$ cat src/rtl/top2_rr_scheduler.sv
// rtl/top2_rr_scheduler.sv - round-robin shared top-2 tracker; optional out_ready backpressure via TOP2_OUT_READY_EN
module top2_rr_scheduler #(
    parameter int DATA_WIDTH = 32,
    parameter int NUM_CH     = 4,
    localparam int CH_W      = (NUM_CH > 1) ? $clog2(NUM_CH) : 1
) (
    input  logic                         clk,
    input  logic                         resetn,
    input  logic [NUM_CH-1:0]            req_valid,
    input  logic [NUM_CH*DATA_WIDTH-1:0] req_data,
    output logic [NUM_CH-1:0]            req_ready,
    input  logic [NUM_CH-1:0]            clr,
    output logic                         out_valid,
    output logic [CH_W-1:0]              out_ch,
    output logic [DATA_WIDTH-1:0]        out_largest,
    output logic [DATA_WIDTH-1:0]        out_second
`ifdef TOP2_OUT_READY_EN
    ,
    input  logic                         out_ready
`endif
);

    logic [CH_W-1:0]       ptr_q, ptr_d;
    logic [DATA_WIDTH-1:0] largest_q [NUM_CH];
    logic [DATA_WIDTH-1:0] largest_d [NUM_CH];
    logic [DATA_WIDTH-1:0] second_q  [NUM_CH];
    logic [DATA_WIDTH-1:0] second_d  [NUM_CH];
    logic                  out_valid_q, out_valid_d;
    logic [CH_W-1:0]       out_ch_q, out_ch_d;
    logic [DATA_WIDTH-1:0] out_largest_q, out_largest_d;
    logic [DATA_WIDTH-1:0] out_second_q, out_second_d;

    logic                  stall;
    logic                  gnt_found;
    logic [CH_W-1:0]       gnt_idx;
    logic [CH_W:0]         cand;
    logic                  fire;
    logic [DATA_WIDTH-1:0] din, base_l, base_s, new_l, new_s;

    // A pending beat that the consumer has not taken freezes the whole engine.
`ifdef TOP2_OUT_READY_EN
    assign stall = out_valid_q && !out_ready;
`else
    assign stall = 1'b0;
`endif

    // Search for the first valid channel at or after the pointer, wrapping.
    always_comb begin
        gnt_found = 1'b0;
        gnt_idx   = '0;
        cand      = '0;
        for (int i = 0; i < NUM_CH; i++) begin
            cand = {1'b0, ptr_q} + (CH_W+1)'(i);
            if (cand >= (CH_W+1)'(NUM_CH)) cand = cand - (CH_W+1)'(NUM_CH);
            if (!gnt_found && req_valid[cand[CH_W-1:0]]) begin
                gnt_found = 1'b1;
                gnt_idx   = cand[CH_W-1:0];
            end
        end
    end

    assign fire = gnt_found && !stall;

    // One-hot grant to the selected channel.
    always_comb begin
        req_ready = '0;
        if (fire) req_ready[gnt_idx] = 1'b1;
    end

    // Top-2 update of the granted channel; a same-cycle clear is applied first.
    always_comb begin
        din    = req_data[gnt_idx*DATA_WIDTH +: DATA_WIDTH];
        base_l = clr[gnt_idx] ? '0 : largest_q[gnt_idx];
        base_s = clr[gnt_idx] ? '0 : second_q[gnt_idx];
        new_l  = base_l;
        new_s  = base_s;
        if (din > base_l) begin
            new_l = din;
            new_s = base_l;
        end else if (din >= base_s) begin
            new_s = din;
        end
    end

    // Bank next state: clears everywhere, the update only on the granted channel.
    always_comb begin
        for (int k = 0; k < NUM_CH; k++) begin
            largest_d[k] = clr[k] ? '0 : largest_q[k];
            second_d[k]  = clr[k] ? '0 : second_q[k];
            if (fire && gnt_idx == CH_W'(k)) begin
                largest_d[k] = new_l;
                second_d[k]  = new_s;
            end
        end
    end

    // Pointer advances past the granted channel; output beat follows the grant.
    always_comb begin
        ptr_d         = ptr_q;
        out_valid_d   = fire;
        out_ch_d      = out_ch_q;
        out_largest_d = out_largest_q;
        out_second_d  = out_second_q;
        if (stall) begin
            out_valid_d = out_valid_q;
        end else if (fire) begin
            ptr_d         = (gnt_idx == CH_W'(NUM_CH-1)) ? '0 : gnt_idx + 1'b1;
            out_ch_d      = gnt_idx;
            out_largest_d = new_l;
            out_second_d  = new_s;
        end
    end

    // State registers with synchronous active-low reset.
    always_ff @(posedge clk) begin
        if (!resetn) begin
            ptr_q         <= '0;
            out_valid_q   <= 1'b0;
            out_ch_q      <= '0;
            out_largest_q <= '0;
            out_second_q  <= '0;
            for (int k = 0; k < NUM_CH; k++) begin
                largest_q[k] <= '0;
                second_q[k]  <= '0;
            end
        end else begin
            ptr_q         <= ptr_d;
            out_valid_q   <= out_valid_d;
            out_ch_q      <= out_ch_d;
            out_largest_q <= out_largest_d;
            out_second_q  <= out_second_d;
            for (int k = 0; k < NUM_CH; k++) begin
                largest_q[k] <= largest_d[k];
                second_q[k]  <= second_d[k];
            end
        end
    end

    assign out_valid   = out_valid_q;
    assign out_ch      = out_ch_q;
    assign out_largest = out_largest_q;
    assign out_second  = out_second_q;

endmodule

$ cat config.mk
export PLATFORM = sky130hd
export DESIGN_NAME = top2_rr_scheduler
export DESIGN_NICKNAME = d
export VERILOG_FILES = /design/src/rtl/top2_rr_scheduler.sv
export SDC_FILE = /design/constraint.sdc
export NUM_CORES = 1
export LEC_CHECK = 0
export CORE_ASPECT_RATIO = 0.7
export CORE_UTILIZATION = 25
export CTS_BUF_LIST = sky130_fd_sc_hd__clkbuf_4 sky130_fd_sc_hd__clkbuf_8 sky130_fd_sc_hd__clkbuf_16
export CTS_CLUSTER_DIAMETER = 50
export DETAILED_ROUTE_END_ITERATION = 8
export HOLD_SLACK_MARGIN = 0.05
export PLACE_DENSITY_LB_ADDON = 0.05
export RECOVER_POWER = 50
export REMOVE_ABC_BUFFERS = 1
export SETUP_SLACK_MARGIN = 0.4
export SLEW_MARGIN = 20
export SYNTH_ARGS = -nofsm -noshare
export SYNTH_HDL_FRONTEND = slang
export SYNTH_SLANG_ARGS = --single-unit
$ cat constraint.sdc
create_clock -name clk -period 7.4 [get_ports clk]
set_input_delay 1.48 -clock clk [delete_from_list [all_inputs] [get_ports clk]]
set_output_delay 1.48 -clock clk [all_outputs]
set_load 0.02 [all_outputs]
# After elaboration in Yosys (flattened, before gate mapping)
# Memory sizes are Yosys's and may differ from the RTL's.
# Cells that the tools add are included.
dict set report totals {
  mem_bits_rw 256
  mem_count 2
  in_bits 138
  ff_bits 69
  mem_bits_ro 0
  output_inout_bits 71
  wordCells 116
  latchBits 0
}
dict set report classes {
  div_mod_pow 0
  n_bitwise 8
  n_shift 1
  multipliers 0
  add_sub_neg 8
  magnitude_cmp 12
  n_mux 57
  eq_ne 7
  reduce_logical 16
}
# name depth width read_ports rd_clocked_by_memory_dff write_ports line_no
set memory_table {}
lappend memory_table {largest_q 4 32 1 0 4 24} ;# logic [DATA_WIDTH-1:0] largest_q [NUM_CH];
lappend memory_table {second_q 4 32 1 0 4 26} ;# logic [DATA_WIDTH-1:0] second_q [NUM_CH];
# cell n
set op_table {}
lappend op_table {{two-way mux 32 bit} 29}
lappend op_table {{indexed part select 128 x 8 -> 32 bit} 1}
lappend op_table {{greater-or-equal comparator 32 bit} 1}
lappend op_table {{greater-than comparator 32 bit} 1}
lappend op_table {{two-way mux 2 bit} 9}
lappend op_table {{less-than comparator 2 x 3 -> 1 bit, second input constant} 5}
lappend op_table {{two-way mux 1 bit} 12}
lappend op_table {{binary-select mux 1 bit (select 2 bit)} 5}
lappend op_table {{greater-or-equal comparator 3 bit, second input constant} 3}
lappend op_table {{logical AND 1 bit} 8}
lappend op_table {{!= test 2 bit, second input constant} 4}
lappend op_table {{bitwise OR 1 bit} 8}
lappend op_table {{AND reduction 2 bit} 4}
lappend op_table {{subtractor 2 x 1 -> 2 bit, second input constant} 4}
lappend op_table {{adder 2 x 2 -> 3 bit, second input constant} 2}
lappend op_table {{== test 2 bit, second input constant} 2}
lappend op_table {{two-way mux 4 bit} 1}
lappend op_table {{adder 2 x 1 -> 3 bit, second input constant} 1}
lappend op_table {{greater-or-equal comparator 2 x 3 -> 1 bit, second input constant} 1}
lappend op_table {{zero test 1 bit} 3}
lappend op_table {{adder 2 x 1 -> 2 bit, second input constant} 1}
lappend op_table {{demux 1 bit (select 2 bit)} 1}
lappend op_table {{== test 2 x 1 -> 1 bit, second input constant} 1}
lappend op_table {{greater-or-equal comparator 2 x 1 -> 1 bit, second input constant} 1}
lappend op_table {{zero test 2 bit} 1}

# Logic depth before layout (Yosys ltp)
# Gate-level depths: netlist (run 1).
dict set report depth {
  ltp_word 22
  mapped_depth 20
  mapped_depth_nobuf 15
}

# Worst setup path before layout (run 1)
# Ideal clock, no wire load.
dict set report synth_timing {
  kind {input to register}
  startpoint {in req_valid[0]}
  endpoint {mem second_q[0][22], data pin}
  arrival_ns 5.857
  required_ns 7.243
  setup_ns 0.157
  stages 18
  path_buffers 4
  slack_ns 1.386
  cell_sequence {nor2b_4 -> or4_4 -> buf_6 -> and3_1 -> a211oi_2 -> clkbuf_1 -> o21a_1 -> inv_1 -> ha_1 -> a21oi_1 -> o21ai_0 -> a221o_1 -> a2111oi_2 -> and2_1 -> buf_4 -> clkbuf_1 -> a211oi_1 -> nor3_1}
}
# item line_no
set synth_lines {}
lappend synth_lines {{from (decl)} 9} ;# input logic [NUM_CH-1:0] req_valid,
lappend synth_lines {{to (decl)} 26}

==> impl_summary.log, run 1 <==
INFO  metric status = finished, violations left
INFO  metric violations = capacitance limit, slew limit
INFO  metric netlist-cell-type-count = 56
INFO  metric initial_antenna_violation_count = 0
INFO  metric globalRouteMet1Util = approximately a quarter
INFO  metric groute.layer.met2.usage = 31.57%
INFO  metric power_per_cell_area = 401.9 mW/mm2
INFO  metric ctsHtreeMaxLevel = 2
INFO  metric cellInternalPower = 0.005666 W
INFO  metric drtPass1Iterations = 5
INFO  metric routed_via_density = 5.053
INFO  metric synth_adder_area_share = 4.737%
INFO  metric max_incr_delay_on_cp = between 0.6 and 0.7 ns
INFO  metric finalNonFillerCells = 2754
INFO  metric power.switching = 0.003629 W
INFO  metric clock_sinks = 325
INFO  metric synth_ff_type = sky130_fd_sc_hd__edfxtp_1
INFO  metric fraction_of_the_mapped_netlist_area_in_simple_logic_gates = a little over an eighth
INFO  metric final_common_cell = sky130_fd_sc_hd__edfxtp_1
INFO  metric total_leakage_power = 8.744 nW
INFO  metric critPathTopFamily = simple AND/OR/NAND/NOR gates
INFO  metric worst_hold_path_type = register to register
INFO  metric tritoncts = yes
INFO  metric drive_gt1_share = between 15 and 20%
INFO  metric synth.yosys.seq_area_share = 50.49%
INFO  metric totalNegativeSetupSlack = 0 ns
INFO  metric warning_count_from_the_yosys_run = 0
INFO  metric post-cts-setup-buffers = 0
INFO  metric criticalPathCategory = input port to register
INFO  metric arrival_time_at_the_worst_endpoint = 7.02 ns
INFO  metric setup_repair_after_global_routing_missed_its_margin = no
INFO  metric cts.reportedPaths.clkPinSlew = about 0.060 ns
INFO  metric number_of_nets_with_antenna_violations_after_detailed_routing = 0
INFO  metric hold_path_startpoint = out_ch[0]$_SDFFE_PN0P_
INFO  metric dp.final_hpwl = 42.54 mm
INFO  metric critical_path.startpoint_type = input port
INFO  metric gpl.final_weighted_congestion = 0.7863
INFO  metric num_rows = 81
INFO  metric wl = 69.44 mm
INFO  metric pwr-share-comb = 46.9%
INFO  metric area.growth.synth_to_final = 28.77%
INFO  metric fp.dieH = 226.3 um
INFO  metric max_freq = 148.4 MHz
INFO  metric global_route.peak_usage_layer = met2
INFO  metric drv_slew = ~240
INFO  metric setup.worst_path.start = req_valid[1]
INFO  metric dieArea = 0.07293 mm2
INFO  metric fillCellCount = just over 7000
INFO  metric cts-buffers-inserted = 42
INFO  metric synth_top_family_by_area = compound AO/OA/AOI/OAI gates
INFO  metric route.detailed.wl_per_inst = 25.21 um
INFO  metric synth_compound_area_share = 15.43%
INFO  metric layout_worst_path_cycle_share = 91.09%
INFO  metric postSynthRegisterBits = about 330
INFO  metric num_io_pins = roughly 210
INFO  metric mostFrequentLayoutCells = sky130_fd_sc_hd__edfxtp_1 (256), sky130_fd_sc_hd__nor2_1 (170), sky130_fd_sc_hd__clkdlybuf4s50_1 (139)
INFO  metric path_buf_inv = 6
INFO  metric groute.usage.overall = 19.13%
INFO  metric timing_hold_violations_final = 0
INFO  metric vdd_drop_max = roughly 0.17 mV
INFO  metric drt_drc_violations_left = 0
INFO  metric globalRoute.totalOverflow = 0
INFO  metric drtIter0Drc = about 890
INFO  metric nets = around 2000
INFO  metric finalHoldWorstSlack = 0.4668 ns
INFO  metric clk_path_buf_depth = 3
INFO  metric max_cap_violations = 6
INFO  metric timing.rr.start = ptr_q[0]$_SDFFE_PN0P_
INFO  metric routed-via-count = ~14000
INFO  metric setup.worst_path.end_class = register
INFO  metric post_synth.cell_area_avg = 11.54 um2
INFO  metric power.clock.fraction = 24.6%
INFO  metric grt_start_max_net_pins = 81
INFO  metric number_of_standard_cells_after_synthesis = 1556
INFO  metric grt_pass1_wl = 101.4 mm
INFO  metric clock_latency = 0.57 ns
INFO  metric synth.cell_area = roughly 0.018 mm2
INFO  metric insertedDiodeCount = 0
INFO  metric initial_utilization = 25.50%
INFO  metric power.switching_fraction = 39.04%
INFO  metric gr-usage-met3 = 2.403%
INFO  metric core_area = 0.07044 mm2
INFO  metric synth_async_sr_flop_share = 0%
INFO  metric synth_edf_count = 256
INFO  metric timing.critical_path.fanout_max = 35
INFO  metric synth_mux_area_share = 11.62%
INFO  metric worst_slew_pin_slew = about 3.2 ns
INFO  metric final_period_minus_worst_setup_slack = 6.740 ns
INFO  metric cpMaxStageDelayCell = sky130_fd_sc_hd__dlygate4sd3_1
INFO  metric synth-xor-area-share = 0%
INFO  metric dieWidth = 322.4 um
INFO  metric worst-endpoint-required = 7.68 ns
INFO  metric share_seq_of_total_power = approximately 28%
INFO  metric timing.final.setup_violations = 0
INFO  metric ctsRootBufferMaster = sky130_fd_sc_hd__clkbuf_16
INFO  metric vias_in_the_first_global_route = 14710
INFO  metric maxSlewHeadroom = -116.4%
INFO  metric fin_skew = 0.01756 ns
INFO  metric finalPower = 0.009295 W
INFO  metric buffer_ports.inserted = 208
INFO  metric place_inst = between 2000 and 3000
INFO  metric cp_cell_sequence = dlygate4sd3_1 -> nor2_1 -> or4_1 -> and2_4 -> clkinv_2 -> buf_4 -> mux2i_1 -> a21oi_1 -> ha_1 -> nand4_1 -> or2_2 -> nor4_2 -> buf_4 -> and2_1 -> a31oi_4 -> buf_12 -> buf_12 -> a211oi_1 -> nor3_1
sequential cells by signal (all words and copies together), names as in the netlist:
register     count
largest_q      128
out_largest     32
ptr_q            2
out_ch           2
second_q       128
out_second      32
out_valid        1
layout make-up:
type | count | area (um2) | area share [%]
flip-flops and latches | 325 | 9069 | 39.21
repair buffers | 297 | 2922 | 12.63
multi-input cells | 1034 | 8149 | 35.24
inverters | 66 | 254.0 | 1.098
clock inverters | 19 | 264.0 | 1.142
clock buffers | 59 | 1275 | 5.513
well taps | 954 | 1194 | 5.161
power by group through the flow:
stage	logic (W)	clock network [W]	registers [W]
2_1_floorplan	0.00239	0	0.00273
3_3_place_gp	0.00447	0	0.00270
3_5_place_dp	0.00445	0	0.00270
4_1_cts	0.00448	0.00234	0.00266
5_1_grt	0.00477	0.00239	0.00271
6_report	0.00436	0.00229	0.00265
layer usage:
metal	wire [um]	share of wire [%]
met4	1309	1.9
met2	32640	47
met1	32970	47
met3	2518	3.6
met5	0	0
cell families (layout without fill, tap and decap cells):
family	count (synthesis)	after routing
mux	128	128
simple gates	461	461
compound gates	377	377
buf+inv	197	441
flops	325	325
fa+ha+maj	68	68
timing repair:
item                                    4_1_cts  5_1_grt
endpoints found under the setup margin        0      183
resized for setup                             0        1
hold buffers                                  0        0
stage by stage:
step	instance area, um2	setup slack [ns]	util (%)
after global routing	23130	0.3861	32.83
after global placement	21630	-0.2055	30.71
final	23130	0.6595	32.83
after floorplan	17390	-10.05	-
after CTS	23170	0.4901	32.90
after detailed placement	21630	-0.09066	30.71
path summary, 6_finish.rpt:
check | cells after the start | end | slack, ns
max reg2reg | 18 | second_q[0][26]$_SDFFCE_PN0P_ | 1.80
min | 2 | out_ch[0]$_SDFFE_PN0P_ | 0.47
min reg2reg | 2 | out_ch[0]$_SDFFE_PN0P_ | 0.47
max | 19 | second_q[0][26]$_SDFFCE_PN0P_ | 0.66
synthesized netlist by cell type (2+ instances only):
cell                        number  area (um2)
sky130_fd_sc_hd__a2111oi_0      14       122.6
sky130_fd_sc_hd__a2111oi_1      17       170.2
sky130_fd_sc_hd__a2111oi_2       4       60.06
sky130_fd_sc_hd__a211oi_1       41       307.8
sky130_fd_sc_hd__a211oi_2       27       337.8
sky130_fd_sc_hd__a21boi_0        4       30.03
sky130_fd_sc_hd__a21o_1         10       75.07
sky130_fd_sc_hd__a21oi_1        77       385.4
sky130_fd_sc_hd__a221o_1         2       20.02
sky130_fd_sc_hd__a221oi_1       32       280.3
sky130_fd_sc_hd__a31oi_1        33       206.5
sky130_fd_sc_hd__and2_1         34       212.7
sky130_fd_sc_hd__and3_1         34       212.7
sky130_fd_sc_hd__and3b_1        32       280.3
sky130_fd_sc_hd__and4_1          4       35.03
sky130_fd_sc_hd__buf_1           4       15.01
sky130_fd_sc_hd__buf_2          12       60.06
sky130_fd_sc_hd__buf_4           4       30.03
sky130_fd_sc_hd__buf_6           5       56.30
sky130_fd_sc_hd__clkbuf_1      105       394.1
sky130_fd_sc_hd__dfxtp_1        69        1381
sky130_fd_sc_hd__edfxtp_1      256        7687
sky130_fd_sc_hd__ha_1           68       850.8
sky130_fd_sc_hd__inv_1          38       142.6
sky130_fd_sc_hd__inv_2          27       101.4
sky130_fd_sc_hd__mux2_2          4       45.04
sky130_fd_sc_hd__mux2i_1        60       600.6
sky130_fd_sc_hd__mux4_2         64        1441
sky130_fd_sc_hd__nand2_1        19       71.32
sky130_fd_sc_hd__nand2b_1        3       18.77
sky130_fd_sc_hd__nand3_1         3       15.01
sky130_fd_sc_hd__nand4_1        10       62.56
sky130_fd_sc_hd__nor2_1        170       638.1
sky130_fd_sc_hd__nor2b_1         8       50.05
sky130_fd_sc_hd__nor3_1        130       650.6
sky130_fd_sc_hd__nor4_1          3       18.77
sky130_fd_sc_hd__o211ai_1        4       30.03
sky130_fd_sc_hd__o21a_1         62       465.5
sky130_fd_sc_hd__o21ai_0        40       200.2
sky130_fd_sc_hd__o21ai_1         4       20.02
sky130_fd_sc_hd__or3b_2          4       35.03
worst register-to-register path: cells and delay by family (launching register included):
family | cells | cell delay [ns]
simple gates | 8 | 2.20
buf+inv | 5 | 1.20
compound gates | 3 | 0.77
flops | 1 | 0.40
mux | 1 | 0.40
fa+ha+maj | 1 | 0.36
No activity file was read; power rests on OpenSTA's default activity.
==> run 2: changes to the inputs <==
MAX_ROUTING_LAYER = met4   (was default)
==> impl_summary.log, run 2 (same netlist as run 1, synthesis figures left out) <==
INFO  metric status = finished, violations left
INFO  metric violations = capacitance limit, slew limit
INFO  metric area.sequential = 0.009069 mm2
INFO  metric area.growth.synth_to_final = 28.77%
INFO  metric routed_via_density = 5.040
INFO  metric vias_in_the_first_global_route = 14700
INFO  metric drtIter0Drc = 877
INFO  metric cts.reportedPaths.clkPinSlew = approximately 0.060 ns
INFO  metric drive_gt1_share = 16.78%
INFO  metric num_io_pins = 209
INFO  metric drt_drc_violations_left = 0
INFO  metric cts-buffers-inserted = between 40 and 50
INFO  metric drv_slew = 260
INFO  metric maxSlewHeadroom = -115.1%
INFO  metric dp.final_hpwl = 42.54 mm
INFO  metric setup_slack_after_layout = 0.5570 ns
INFO  metric tritoncts = yes
INFO  metric share_seq_of_total_power = 28.5%
INFO  metric clk_path_buf_depth = 3
INFO  metric detailed_place.area = 0.02163 mm2
INFO  metric pwr-share-comb = 46.9%
INFO  metric dieArea = 0.07293 mm2
INFO  metric cellInternalPower = 0.005666 W
INFO  metric finalHoldWorstSlack = 0.4662 ns
INFO  metric initial_utilization = 25.50%
INFO  metric grt_pass1_wl = 101.4 mm
INFO  metric globalRoute.totalOverflow = 0
INFO  metric fin_skew = approximately 0.017 ns
INFO  metric criticalPathCategory = input port to register
INFO  metric route.detailed.wl_per_inst = approximately 25 um
INFO  metric clock_sinks = roughly 330
INFO  metric wl = 69.42 mm
INFO  metric num_rows = around 80
INFO  metric power.switching = between 0.003 and 0.004 W
INFO  metric finalInstanceArea = 0.02313 mm2
INFO  metric fillCellCount = 7096
INFO  metric mostFrequentLayoutCells = sky130_fd_sc_hd__edfxtp_1 (256), sky130_fd_sc_hd__nor2_1 (170), sky130_fd_sc_hd__clkdlybuf4s50_1 (139)
INFO  metric core_area = 0.07044 mm2
INFO  metric timing.critical_path.fanout_max = 35
INFO  metric worst_hold_path_type = register to register
INFO  metric max_freq = 146.1 MHz
INFO  metric critical_path.startpoint_type = input port
INFO  metric power.switching_fraction = 39.07%
INFO  metric worst_slew_pin_slew = 3.219 ns
INFO  metric layout_worst_path_cycle_share = 92.47%
INFO  metric buffer_ports.inserted = 208
INFO  metric power_per_cell_area = 402.1 mW/mm2
INFO  metric placement.setup.worst_slack = -0.09066 ns
INFO  metric ctsHtreeMaxLevel = 2
INFO  metric finalNonFillerCells = about 2800
INFO  metric routed-via-count = 13880
INFO  metric insertedDiodeCount = 0
INFO  metric total_leakage_power = slightly below 9 nW
INFO  metric setup.worst_path.end_class = register
INFO  metric arrival_time_at_the_worst_endpoint = 7.11 ns
INFO  metric multi_input_comb_area = 0.008153 mm2
INFO  metric fp.dieH = 226.3 um
INFO  metric groute.usage.overall = 19.70%
INFO  metric gpl.final_weighted_congestion = 0.7973
INFO  metric timing_hold_violations_final = 0
INFO  metric initial_antenna_violation_count = 0
INFO  metric grt_start_max_net_pins = slightly above 80
INFO  metric ctsRootBufferMaster = sky130_fd_sc_hd__clkbuf_16
INFO  metric vdd_drop_max = 0.1692 mV
INFO  metric finalPower = 0.009299 W
INFO  metric final_common_cell = sky130_fd_sc_hd__edfxtp_1
INFO  metric dieWidth = 322.4 um
INFO  metric worst-endpoint-required = 7.67 ns
INFO  metric number_of_nets_with_antenna_violations_after_detailed_routing = 0
INFO  metric place_inst = 2676
INFO  metric final_period_minus_worst_setup_slack = 6.843 ns
INFO  metric reg_top3 = largest_q: 128 flops, second_q: 128 flops
INFO  metric nets = just under 2000
INFO  metric drtPass1Iterations = 5
INFO  metric clock_latency = 0.57 ns
INFO  metric power.clock.fraction = between 20% and 30%
INFO  metric timing.final.setup_violations = 0
INFO  metric max_cap_violations = 7
INFO  metric setup_repair_after_global_routing_missed_its_margin = no
run 2: power by group through the flow:
stage,Sequential (W),Clock [W],Combinational (W)
floorplan,0.00273,0,0.00239
global route,0.00271,0.00240,0.00476
global placement,0.00270,0,0.00447
CTS,0.00266,0.00234,0.00448
detailed placement,0.00270,0,0.00445
finish,0.00265,0.00229,0.00436
run 2: cell type report:
type                    count  share of cell area (%)
repair buffers            297                   12.62
clock inverters            19                   1.142
flip-flops and latches    325                   39.21
inverters                  66                   1.098
well taps                 954                   5.161
multi-input cells        1034                   35.25
clock buffers              59                   5.513
run 2: worst max-delay path, cell delays in order:
cell and delay [ns]:
sky130_fd_sc_hd__dlygate4sd3_1 0.63, sky130_fd_sc_hd__nor2_1 0.10, sky130_fd_sc_hd__or4_4 0.51, sky130_fd_sc_hd__and2_4 0.21
sky130_fd_sc_hd__clkinv_2 0.18, sky130_fd_sc_hd__buf_12 0.17, sky130_fd_sc_hd__clkbuf_1 0.52, sky130_fd_sc_hd__mux2i_1 0.39
sky130_fd_sc_hd__a21oi_1 0.18, sky130_fd_sc_hd__ha_1 0.38, sky130_fd_sc_hd__and4_1 0.27, sky130_fd_sc_hd__nand4_1 0.22
sky130_fd_sc_hd__o2bb2ai_1 0.15, sky130_fd_sc_hd__o32ai_1 0.45, sky130_fd_sc_hd__a31oi_4 0.22, sky130_fd_sc_hd__buf_12 0.24
sky130_fd_sc_hd__buf_12 0.17, sky130_fd_sc_hd__a211oi_1 0.47, sky130_fd_sc_hd__nor3_1 0.11
run 2: final timing paths:
check	start	end	slack (ns)	cells past startpoint
max	req_valid[1]	second_q[3][26]$_SDFFCE_PN0P_	0.56	19
min	out_ch[0]$_SDFFE_PN0P_	out_ch[0]$_SDFFE_PN0P_	0.47	2
max reg2reg	ptr_q[0]$_SDFFE_PN0P_	second_q[3][26]$_SDFFCE_PN0P_	1.72	18
min reg2reg	out_ch[0]$_SDFFE_PN0P_	out_ch[0]$_SDFFE_PN0P_	0.47	2
run 2: timing repair:
action                                  CTS  global route
hold buffers                              0             0
resized for setup                         0             1
endpoints found under the setup margin    0           181
setup buffers                             0             0
run 2: layer usage:
layer	vias up	routed length, um	global-route usage [%]
met5	-	0	-
met4	0	1309	4.578
met3	95	2371	2.260
met2	306	32730	31.59
met1	7028	33010	26.62
li1	6450	-	-
run 2: stage by stage:
step           setup TNS [ns]  util [%]
3_5_place_dp           -4.858     30.71
6_report                    0     32.83
2_1_floorplan        -3113.36         -
3_3_place_gp           -15.62     30.71
4_1_cts                     0     32.90
5_1_grt                     0     32.83
